## src/rtl/uart_pkg.sv

```systemverilog
// Shared definitions for the UART transmit-side arbiter and future RX-side schedulers.
package uart_pkg;

    localparam int BYTE_W = 8;

    // GAP is only reachable when the design is built with UART_ARB_GAP_EN.
    typedef enum logic [2:0] {
        IDLE      = 3'd0,
        START     = 3'd1,
        WAIT_BUSY = 3'd2,
        WAIT_DONE = 3'd3,
        GAP       = 3'd4
    } arb_state_e;

endpackage

```

## src/rtl/uart_tx_arbiter_if.sv

```systemverilog
// Requester byte streams plus the start/busy handshake of the shared transmitter.
// slave = arbiter side, master = requesters and transmitter side.
interface uart_tx_arbiter_if #(
    parameter int NUM_REQ = 4
);

    logic [NUM_REQ-1:0]                 req_valid;
    logic [uart_pkg::BYTE_W*NUM_REQ-1:0] req_data;
    logic [NUM_REQ-1:0]                 req_last;
    logic [NUM_REQ-1:0]                 req_ready;
    logic                               tx_start;
    logic [uart_pkg::BYTE_W-1:0]        tx_data;
    logic                               tx_busy;

    modport slave (
        input  req_valid, req_data, req_last, tx_busy,
        output req_ready, tx_start, tx_data
    );

    modport master (
        output req_valid, req_data, req_last, tx_busy,
        input  req_ready, tx_start, tx_data
    );

endinterface

```

## src/rtl/uart_rr_picker.sv

```systemverilog
// Rotate-priority encoder: first set request scanning ptr_i, ptr_i+1, ... mod NUM_REQ.
module uart_rr_picker #(
    parameter int NUM_REQ = 4,
    parameter int ID_W    = 2
) (
    input  logic [NUM_REQ-1:0] req_i,
    input  logic [ID_W-1:0]    ptr_i,
    output logic [ID_W-1:0]    winner_o,
    output logic               found_o
);

    int              sum;
    logic [ID_W-1:0] idx;

    // Scan from the farthest slot back to ptr_i so the closest hit is written last.
    always_comb begin
        winner_o = '0;
        found_o  = 1'b0;
        sum      = 0;
        idx      = '0;
        for (int k = NUM_REQ - 1; k >= 0; k--) begin
            sum = int'(ptr_i) + k;
            if (sum >= NUM_REQ) begin
                sum = sum - NUM_REQ;
            end
            idx = sum[ID_W-1:0];
            if (req_i[idx]) begin
                winner_o = idx;
                found_o  = 1'b1;
            end
        end
    end

endmodule

```

## src/rtl/uart_tx_arbiter.sv

```systemverilog
// Round-robin arbiter with packet locking in front of one byte-serial UART transmitter.
// Optional macro UART_ARB_GAP_EN adds a GAP state of GAP_TICKS idle clocks after each byte.
module uart_tx_arbiter
    import uart_pkg::*;
#(
    parameter int NUM_REQ      = 4,
    parameter int ID_W         = 2,
    parameter int LOCK_TIMEOUT = 1024,
    parameter int GAP_TICKS    = 0
) (
    input  logic            clk,
    input  logic            rst_n,
    uart_tx_arbiter_if.slave bus_if,
    output logic [ID_W-1:0] grant_id,
    output logic            locked,
    output logic            lock_abort
);

    localparam logic [15:0] TO_LAST = 16'(LOCK_TIMEOUT - 1);

    arb_state_e          state_q, state_d;
    logic [BYTE_W-1:0]   tx_data_q, tx_data_d;
    logic [ID_W-1:0]     grant_q, grant_d;
    logic                locked_q, locked_d;
    logic                abort_q, abort_d;
    logic [ID_W-1:0]     rr_q, rr_d;
    logic [15:0]         to_cnt_q, to_cnt_d;

    logic [NUM_REQ-1:0]  cand;
    logic [ID_W-1:0]     winner;
    logic                found;
    logic [NUM_REQ-1:0]  ready_c;
    logic                start_c;

`ifdef UART_ARB_GAP_EN
    localparam logic [15:0] GAP_LAST = (GAP_TICKS == 0) ? 16'd0 : 16'(GAP_TICKS - 1);
    logic [15:0]         gap_cnt_q, gap_cnt_d;
`else
    // Without the gap state the spacing parameter has no effect.
    logic                unused_gap_ticks;
    assign unused_gap_ticks = ^GAP_TICKS;
`endif

    function automatic logic [ID_W-1:0] next_idx(input logic [ID_W-1:0] idx);
        if (int'(idx) == NUM_REQ - 1) begin
            return '0;
        end
        return idx + 1'b1;
    endfunction

    // While a packet is open only its owner may compete; the picker then sees a single bit.
    always_comb begin
        cand = bus_if.req_valid;
        if (locked_q) begin
            cand = bus_if.req_valid & (NUM_REQ'(1) << grant_q);
        end
    end

    uart_rr_picker #(
        .NUM_REQ (NUM_REQ),
        .ID_W    (ID_W)
    ) u_picker (
        .req_i    (cand),
        .ptr_i    (rr_q),
        .winner_o (winner),
        .found_o  (found)
    );

    // Next-state, acceptance, lock and timeout decisions.
    always_comb begin
        state_d   = state_q;
        tx_data_d = tx_data_q;
        grant_d   = grant_q;
        locked_d  = locked_q;
        abort_d   = 1'b0;
        rr_d      = rr_q;
        to_cnt_d  = to_cnt_q;
        ready_c   = '0;
        start_c   = 1'b0;
`ifdef UART_ARB_GAP_EN
        gap_cnt_d = gap_cnt_q;
`endif
        case (state_q)
            IDLE: begin
                if (found && !bus_if.tx_busy) begin
                    ready_c[winner] = 1'b1;
                    tx_data_d       = bus_if.req_data[BYTE_W*int'(winner) +: BYTE_W];
                    grant_d         = winner;
                    to_cnt_d        = '0;
                    state_d         = START;
                    if (bus_if.req_last[winner]) begin
                        locked_d = 1'b0;
                        rr_d     = next_idx(winner);
                    end else begin
                        locked_d = 1'b1;
                    end
                end else if (locked_q && !bus_if.req_valid[grant_q]) begin
                    // Owner stalled mid-packet: release the lock once the budget runs out.
                    if (to_cnt_q == TO_LAST) begin
                        locked_d = 1'b0;
                        abort_d  = 1'b1;
                        rr_d     = next_idx(grant_q);
                        to_cnt_d = '0;
                    end else begin
                        to_cnt_d = to_cnt_q + 16'd1;
                    end
                end
            end
            START: begin
                start_c = 1'b1;
                state_d = WAIT_BUSY;
            end
            WAIT_BUSY: begin
                if (bus_if.tx_busy) begin
                    state_d = WAIT_DONE;
                end
            end
            WAIT_DONE: begin
                if (!bus_if.tx_busy) begin
`ifdef UART_ARB_GAP_EN
                    state_d   = GAP;
                    gap_cnt_d = '0;
`else
                    state_d   = IDLE;
`endif
                end
            end
`ifdef UART_ARB_GAP_EN
            GAP: begin
                if (gap_cnt_q >= GAP_LAST) begin
                    state_d = IDLE;
                end else begin
                    gap_cnt_d = gap_cnt_q + 16'd1;
                end
            end
`endif
            default: begin
                state_d = IDLE;
            end
        endcase
    end

    // State and control registers; a reset abandons any partially sent packet.
    always_ff @(posedge clk or negedge rst_n) begin
        if (!rst_n) begin
            state_q   <= IDLE;
            tx_data_q <= '0;
            grant_q   <= '0;
            locked_q  <= 1'b0;
            abort_q   <= 1'b0;
            rr_q      <= '0;
            to_cnt_q  <= '0;
        end else begin
            state_q   <= state_d;
            tx_data_q <= tx_data_d;
            grant_q   <= grant_d;
            locked_q  <= locked_d;
            abort_q   <= abort_d;
            rr_q      <= rr_d;
            to_cnt_q  <= to_cnt_d;
        end
    end

`ifdef UART_ARB_GAP_EN
    // Inter-byte gap counter.
    always_ff @(posedge clk or negedge rst_n) begin
        if (!rst_n) begin
            gap_cnt_q <= '0;
        end else begin
            gap_cnt_q <= gap_cnt_d;
        end
    end
`endif

    assign bus_if.req_ready = ready_c;
    assign bus_if.tx_start  = start_c;
    assign bus_if.tx_data   = tx_data_q;
    assign grant_id         = grant_q;
    assign locked           = locked_q;
    assign lock_abort       = abort_q;

endmodule

```

## src/flat_wrapper.sv

```systemverilog
// flat-port wrapper written by rule: the top's interface ports become plain ports
module uart_tx_arbiter_flat import uart_pkg::*;
#(
    parameter int NUM_REQ      = 4,
    parameter int ID_W         = 2,
    parameter int LOCK_TIMEOUT = 1024,
    parameter int GAP_TICKS    = 0
)
  (clk, rst_n, grant_id, locked, lock_abort, bus_if_req_valid, bus_if_req_data, bus_if_req_last, bus_if_tx_busy, bus_if_req_ready, bus_if_tx_start, bus_if_tx_data);
  uart_tx_arbiter_if #(.NUM_REQ(NUM_REQ)) bus_if_i ();
  input  logic clk;
  input  logic rst_n;
  output logic [ID_W-1:0] grant_id;
  output logic locked;
  output logic lock_abort;
  input wire logic [$bits(bus_if_i.req_valid)-1:0] bus_if_req_valid;
  input wire logic [$bits(bus_if_i.req_data)-1:0] bus_if_req_data;
  input wire logic [$bits(bus_if_i.req_last)-1:0] bus_if_req_last;
  input wire logic [$bits(bus_if_i.tx_busy)-1:0] bus_if_tx_busy;
  output wire logic [$bits(bus_if_i.req_ready)-1:0] bus_if_req_ready;
  output wire logic [$bits(bus_if_i.tx_start)-1:0] bus_if_tx_start;
  output wire logic [$bits(bus_if_i.tx_data)-1:0] bus_if_tx_data;
  assign bus_if_i.req_valid = bus_if_req_valid;
  assign bus_if_i.req_data = bus_if_req_data;
  assign bus_if_i.req_last = bus_if_req_last;
  assign bus_if_i.tx_busy = bus_if_tx_busy;
  assign bus_if_req_ready = bus_if_i.req_ready;
  assign bus_if_tx_start = bus_if_i.tx_start;
  assign bus_if_tx_data = bus_if_i.tx_data;
  uart_tx_arbiter #(.NUM_REQ(NUM_REQ), .ID_W(ID_W), .LOCK_TIMEOUT(LOCK_TIMEOUT), .GAP_TICKS(GAP_TICKS)) u_core (.clk(clk), .rst_n(rst_n), .bus_if(bus_if_i), .grant_id(grant_id), .locked(locked), .lock_abort(lock_abort));
endmodule
```

## config.mk

```make
export PLATFORM = sky130hd
export DESIGN_NAME = uart_tx_arbiter_flat
export DESIGN_NICKNAME = d
export VERILOG_FILES = /design/src/rtl/uart_pkg.sv /design/src/rtl/uart_tx_arbiter_if.sv /design/src/rtl/uart_rr_picker.sv /design/src/rtl/uart_tx_arbiter.sv /design/src/flat_wrapper.sv
export SDC_FILE = /design/constraint.sdc
export NUM_CORES = 1
export LEC_CHECK = 0
export ABC_AREA = 1
export ABC_CLOCK_PERIOD_IN_PS = 2860
export BUFFER_PORTS_ARGS = -buffer_cell sky130_fd_sc_hd__buf_2
export CAP_MARGIN = 10
export CORE_MARGIN = 5
export CORE_UTILIZATION = 55
export CTS_CLUSTER_SIZE = 28
export DETAILED_ROUTE_END_ITERATION = 12
export GPL_TIMING_DRIVEN = 0
export PLACE_DENSITY_LB_ADDON = 0.2
export SLEW_MARGIN = 15
export SYNTH_ARGS = -nofsm -noshare
export SYNTH_HDL_FRONTEND = slang
export SYNTH_HIERARCHICAL = 1
export SYNTH_SLANG_ARGS = --single-unit
```

## constraint.sdc

```tcl
create_clock -name clk -period 2.86 [get_ports clk]
set_clock_uncertainty 0.05 [all_clocks]
set_input_delay 0.286 -clock clk [delete_from_list [all_inputs] [get_ports clk]]
set_output_delay 0.286 -clock clk [all_outputs]
set_load 0.1 [all_outputs]
```

==> key figures <==
Min path
  – HP Class: primary input to async pin

Worst setup path
  – Reg2Reg Depth: 21
  – Critical path cell sequence: inv_6, ha_4, inv_1, a21boi_1, inv_1, o21ai_2, nor2_1, nor2_1, nand3_2, nand2_2, buf_6, ha_4, inv_2, nor2_4, buf_12
  – Worst setup SP type: flip-flop
  – Slowest-stage cell, CP: dfrtp_4
  – CP endpoint kind: primary output
  – Critical path depth: 15
  – Crit path max fanout: 5
  – Required time of the worst setup path: 2.52 ns
  – Crit path kind: flip-flop to primary output
  – Crit path DAT: roughly 2.6 ns
  – Max incr delay on CP: 0.52 ns
  – Crit path buf inv count: 6
  – Largest delay contributor family on the critical path: buffers and inverters
  – Reg2Reg Setup Slack: -0.06 ns

CTS
  – Root buf cell: clkbuf_8
  – Clk_lat worst skew: just under 0.3 ns
  – H-tree levels: 2
  – TritonCTS clock tree: done
  – Post-CTS Hold Fix Bufs: 0
  – CTS clock-pin slew for the worst setup and hold paths: roughly 0.070 ns
  – Total CTS buffers: 5
  – CTS sink cnt: 32
  – Clk buf depth: 2

Pwr
  – VDD IR-drop max: 0.976 mV
  – Pwr/cell area: ~1200 nW/um^2
  – Leakage: 1.83 nW

Outcome
  – Status: complete, but fails checks
  – Failing checks: setup timing

Global route
  – Tot GR Track Use: 0.227
  – Initial antenna violation count: 0
  – First-pass GRT wire length: 11400 um
  – Largest net degree at the start of global routing: 33
  – GRT overflow: 0
  – Number of global-route vias before repair: ~2.6k

Run
  – Max-cap violation count: 0

Placed design
  – Worst slack, placed: -0.104 ns
  – Hpwl dp: between 4000 and 5000 um
  – Placed cells: between 500 and 600
  – Number of I/O port buffers: between 50 and 60
  – RD Place Congestion: approximately 0.90

Floorplan
  – FP Rows: 25
  – Die ar.: just over 6000 sq um
  – Die Height: about 80 um
  – Core Area: around 4700 sq um
  – IO Pins: 60
  – Initial Util: 0.560
  – Die Wd: roughly 80 um

STA
  – Final period util: 1.02
  – Number of hold violations in the final report: 0
  – Tmin final: 2.92 ns
  – Achievable clock frequency: around 340 MHz
  – Setup tns final: -0.327 ns
  – RSZ-0062 raised after global routing: yes
  – Max Slew Vio Count: 0
  – Max-slew headroom: 0.497
  – PnR worst setup slack: -0.0631 ns
  – Final setup viols: 6
  – Slew of the pin with the lowest slew margin: 0.755 ns

Logic synthesis
  – Synth warn: 6
  – Ys async rst share: 1.00
  – Syn Nets: roughly 450
  – Syn Area/Cell: about 6.7 sq um
  – Sequential share of the synthesized area: 0.307
  – Number of synthesized register bits: 32
  – Top FF cell, synth: dfrtp_1
  – Mapped Cells: 392
  – Yosys cell types: 32
  – Mapped Area: around 2600 sq um
  – Post-synth EDFFs: 0

Cells and area
  – Commonest non-fill, non-tap cells in the layout: nand2_1 (113), buf_2 (57), nor2_1 (43), nand3_1 (31), dfrtp_1 (29)
  – Share of cells above drive strength 1: 0.377
  – Most common cell after layout, fill and taps aside: nand2_1
  – Nets: ~530
  – Fillers: between 300 and 400
  – Synth-to-layout area growth: 37.5%
  – Layout Cells excl Fill: roughly 530
  – Diode count: 0

Drt
  – Antenna viol nets, final: 0
  – Via Count: between 2k and 3k
  – DRC errors left: 0
  – Initial DRT Pass Iterations: 5
  – Via/cell ratio: around 5.5
  – Final wirelength: between 8000 and 9000 um
  – Iter 0 DRT Violations: between 200 and 300
  – Drt wl/cell: around 15 um
-- report_power, final --
part | internal [mW] | total (mW) | switching [mW] | leakage, nW
logic | 1.07 | 3.16 | 2.09 | 1.35
clock network | 0.307 | 0.487 | 0.179 | 0.0645
registers | 0.573 | 0.696 | 0.123 | 0.420
total | 1.95 | 4.34 | 2.39 | 1.83
-- area by class of cell --
class,instances,area [sq um],share of cell area
inverter,45,199,0.0554
timing repair buffer,78,519,0.145
clock buffer,7,96.3,0.0268
tap,54,67.6,0.0188
buffer,9,103,0.0286
multi-input combinational,305,1770,0.492
sequential,32,810,0.225
clock inverter,1,30.0,0.00836
-- worst register-to-register path: stages (launching register included) --
cell,delay [ns]
dfrtp_4,0.52
inv_6,0.09
ha_4,0.12
inv_1,0.03
a21boi_1,0.18
inv_1,0.11
o21ai_2,0.21
nor2_1,0.10
nor2_1,0.13
nand3_2,0.09
nand2_2,0.11
buf_6,0.14
buf_4,0.16
nor2_1,0.06
nor2_1,0.10
nand2_1,0.07
nand2_1,0.09
nand2_1,0.08
nand2_2,0.10
nand2_1,0.09
nand2_1,0.10
nand2_1,0.08
-- stage by stage --
step	power [mW]	instance area (sq um)	hold WS [ns]	utilization
3_5_place_dp	3.10	3030	0.341	0.651
4_1_cts	3.69	3270	0.0296	0.701
5_1_grt	4.61	3590	0.0756	0.770
3_3_place_gp	3.05	3030	0.335	0.651
6_report	4.34	3590	0.00808	0.770
2_1_floorplan	2.62	2670	-0.0596	-
-- synthesized netlist by cell type, drive strengths merged (2+ instances only) --
cell type,number,share of area
xor2,4,0.013
ha,13,0.062
dfrtp,32,0.31
buf,10,0.026
o21bai,2,0.0057
nand3,42,0.088
clkinv,2,0.0029
a21boi,4,0.012
o22ai,8,0.019
nor2,53,0.088
nand4,4,0.0096
inv,43,0.063
nand2,143,0.23
o21ai,24,0.047
-- logic make-up after synthesis --
group           count (synthesis)  share of synthesized area
buf+inv                        55                     0.0920
simple gates                  247                      0.434
flops                          32                      0.307
fa+ha+maj                      13                     0.0623
xor+xnor                        5                     0.0168
compound gates                 40                     0.0886
-- routing by layer --
layer  wire length, um  track usage  vias to the layer above
met5                 0            0                        -
met3               609       0.0488                       24
met2              4190        0.393                      139
met1              3210        0.285                     1360
li1                  -            -                     1413
met4               223       0.0653                        0
-- flip-flops by register name, indices dropped and copies added, names as in the netlist --
signal and flops:
u_core/locked 1, u_core/grant_id 2, u_core/bus_if.tx_data 8, u_core/to_cnt_q 16
u_core/lock_abort 1, u_core/rr_q 2, u_core/state_q 2
-- final timing paths --
path                                           from                        to
max                              u_core/grant_id[1]       bus_if_req_ready[3]
min                                           rst_n        u_core/grant_id[0]
min reg2reg                u_core/bus_if.tx_data[5]  u_core/bus_if.tx_data[5]
max reg2reg                      u_core/grant_id[1]            u_core/rr_q[1]
min in group clk                 bus_if_req_data[5]  u_core/bus_if.tx_data[5]
max in group asynchronous                     rst_n        u_core/grant_id[1]
-- timing repair --
action	4_1_cts	5_1_grt
gates resized for setup	24	47
buffers inserted	4	14
endpoints found under the hold margin	0	0
pin swaps	2	24
gates cloned	0	1
setup endpoints to repair	4	9
Power figures use the tool's default switching activity.
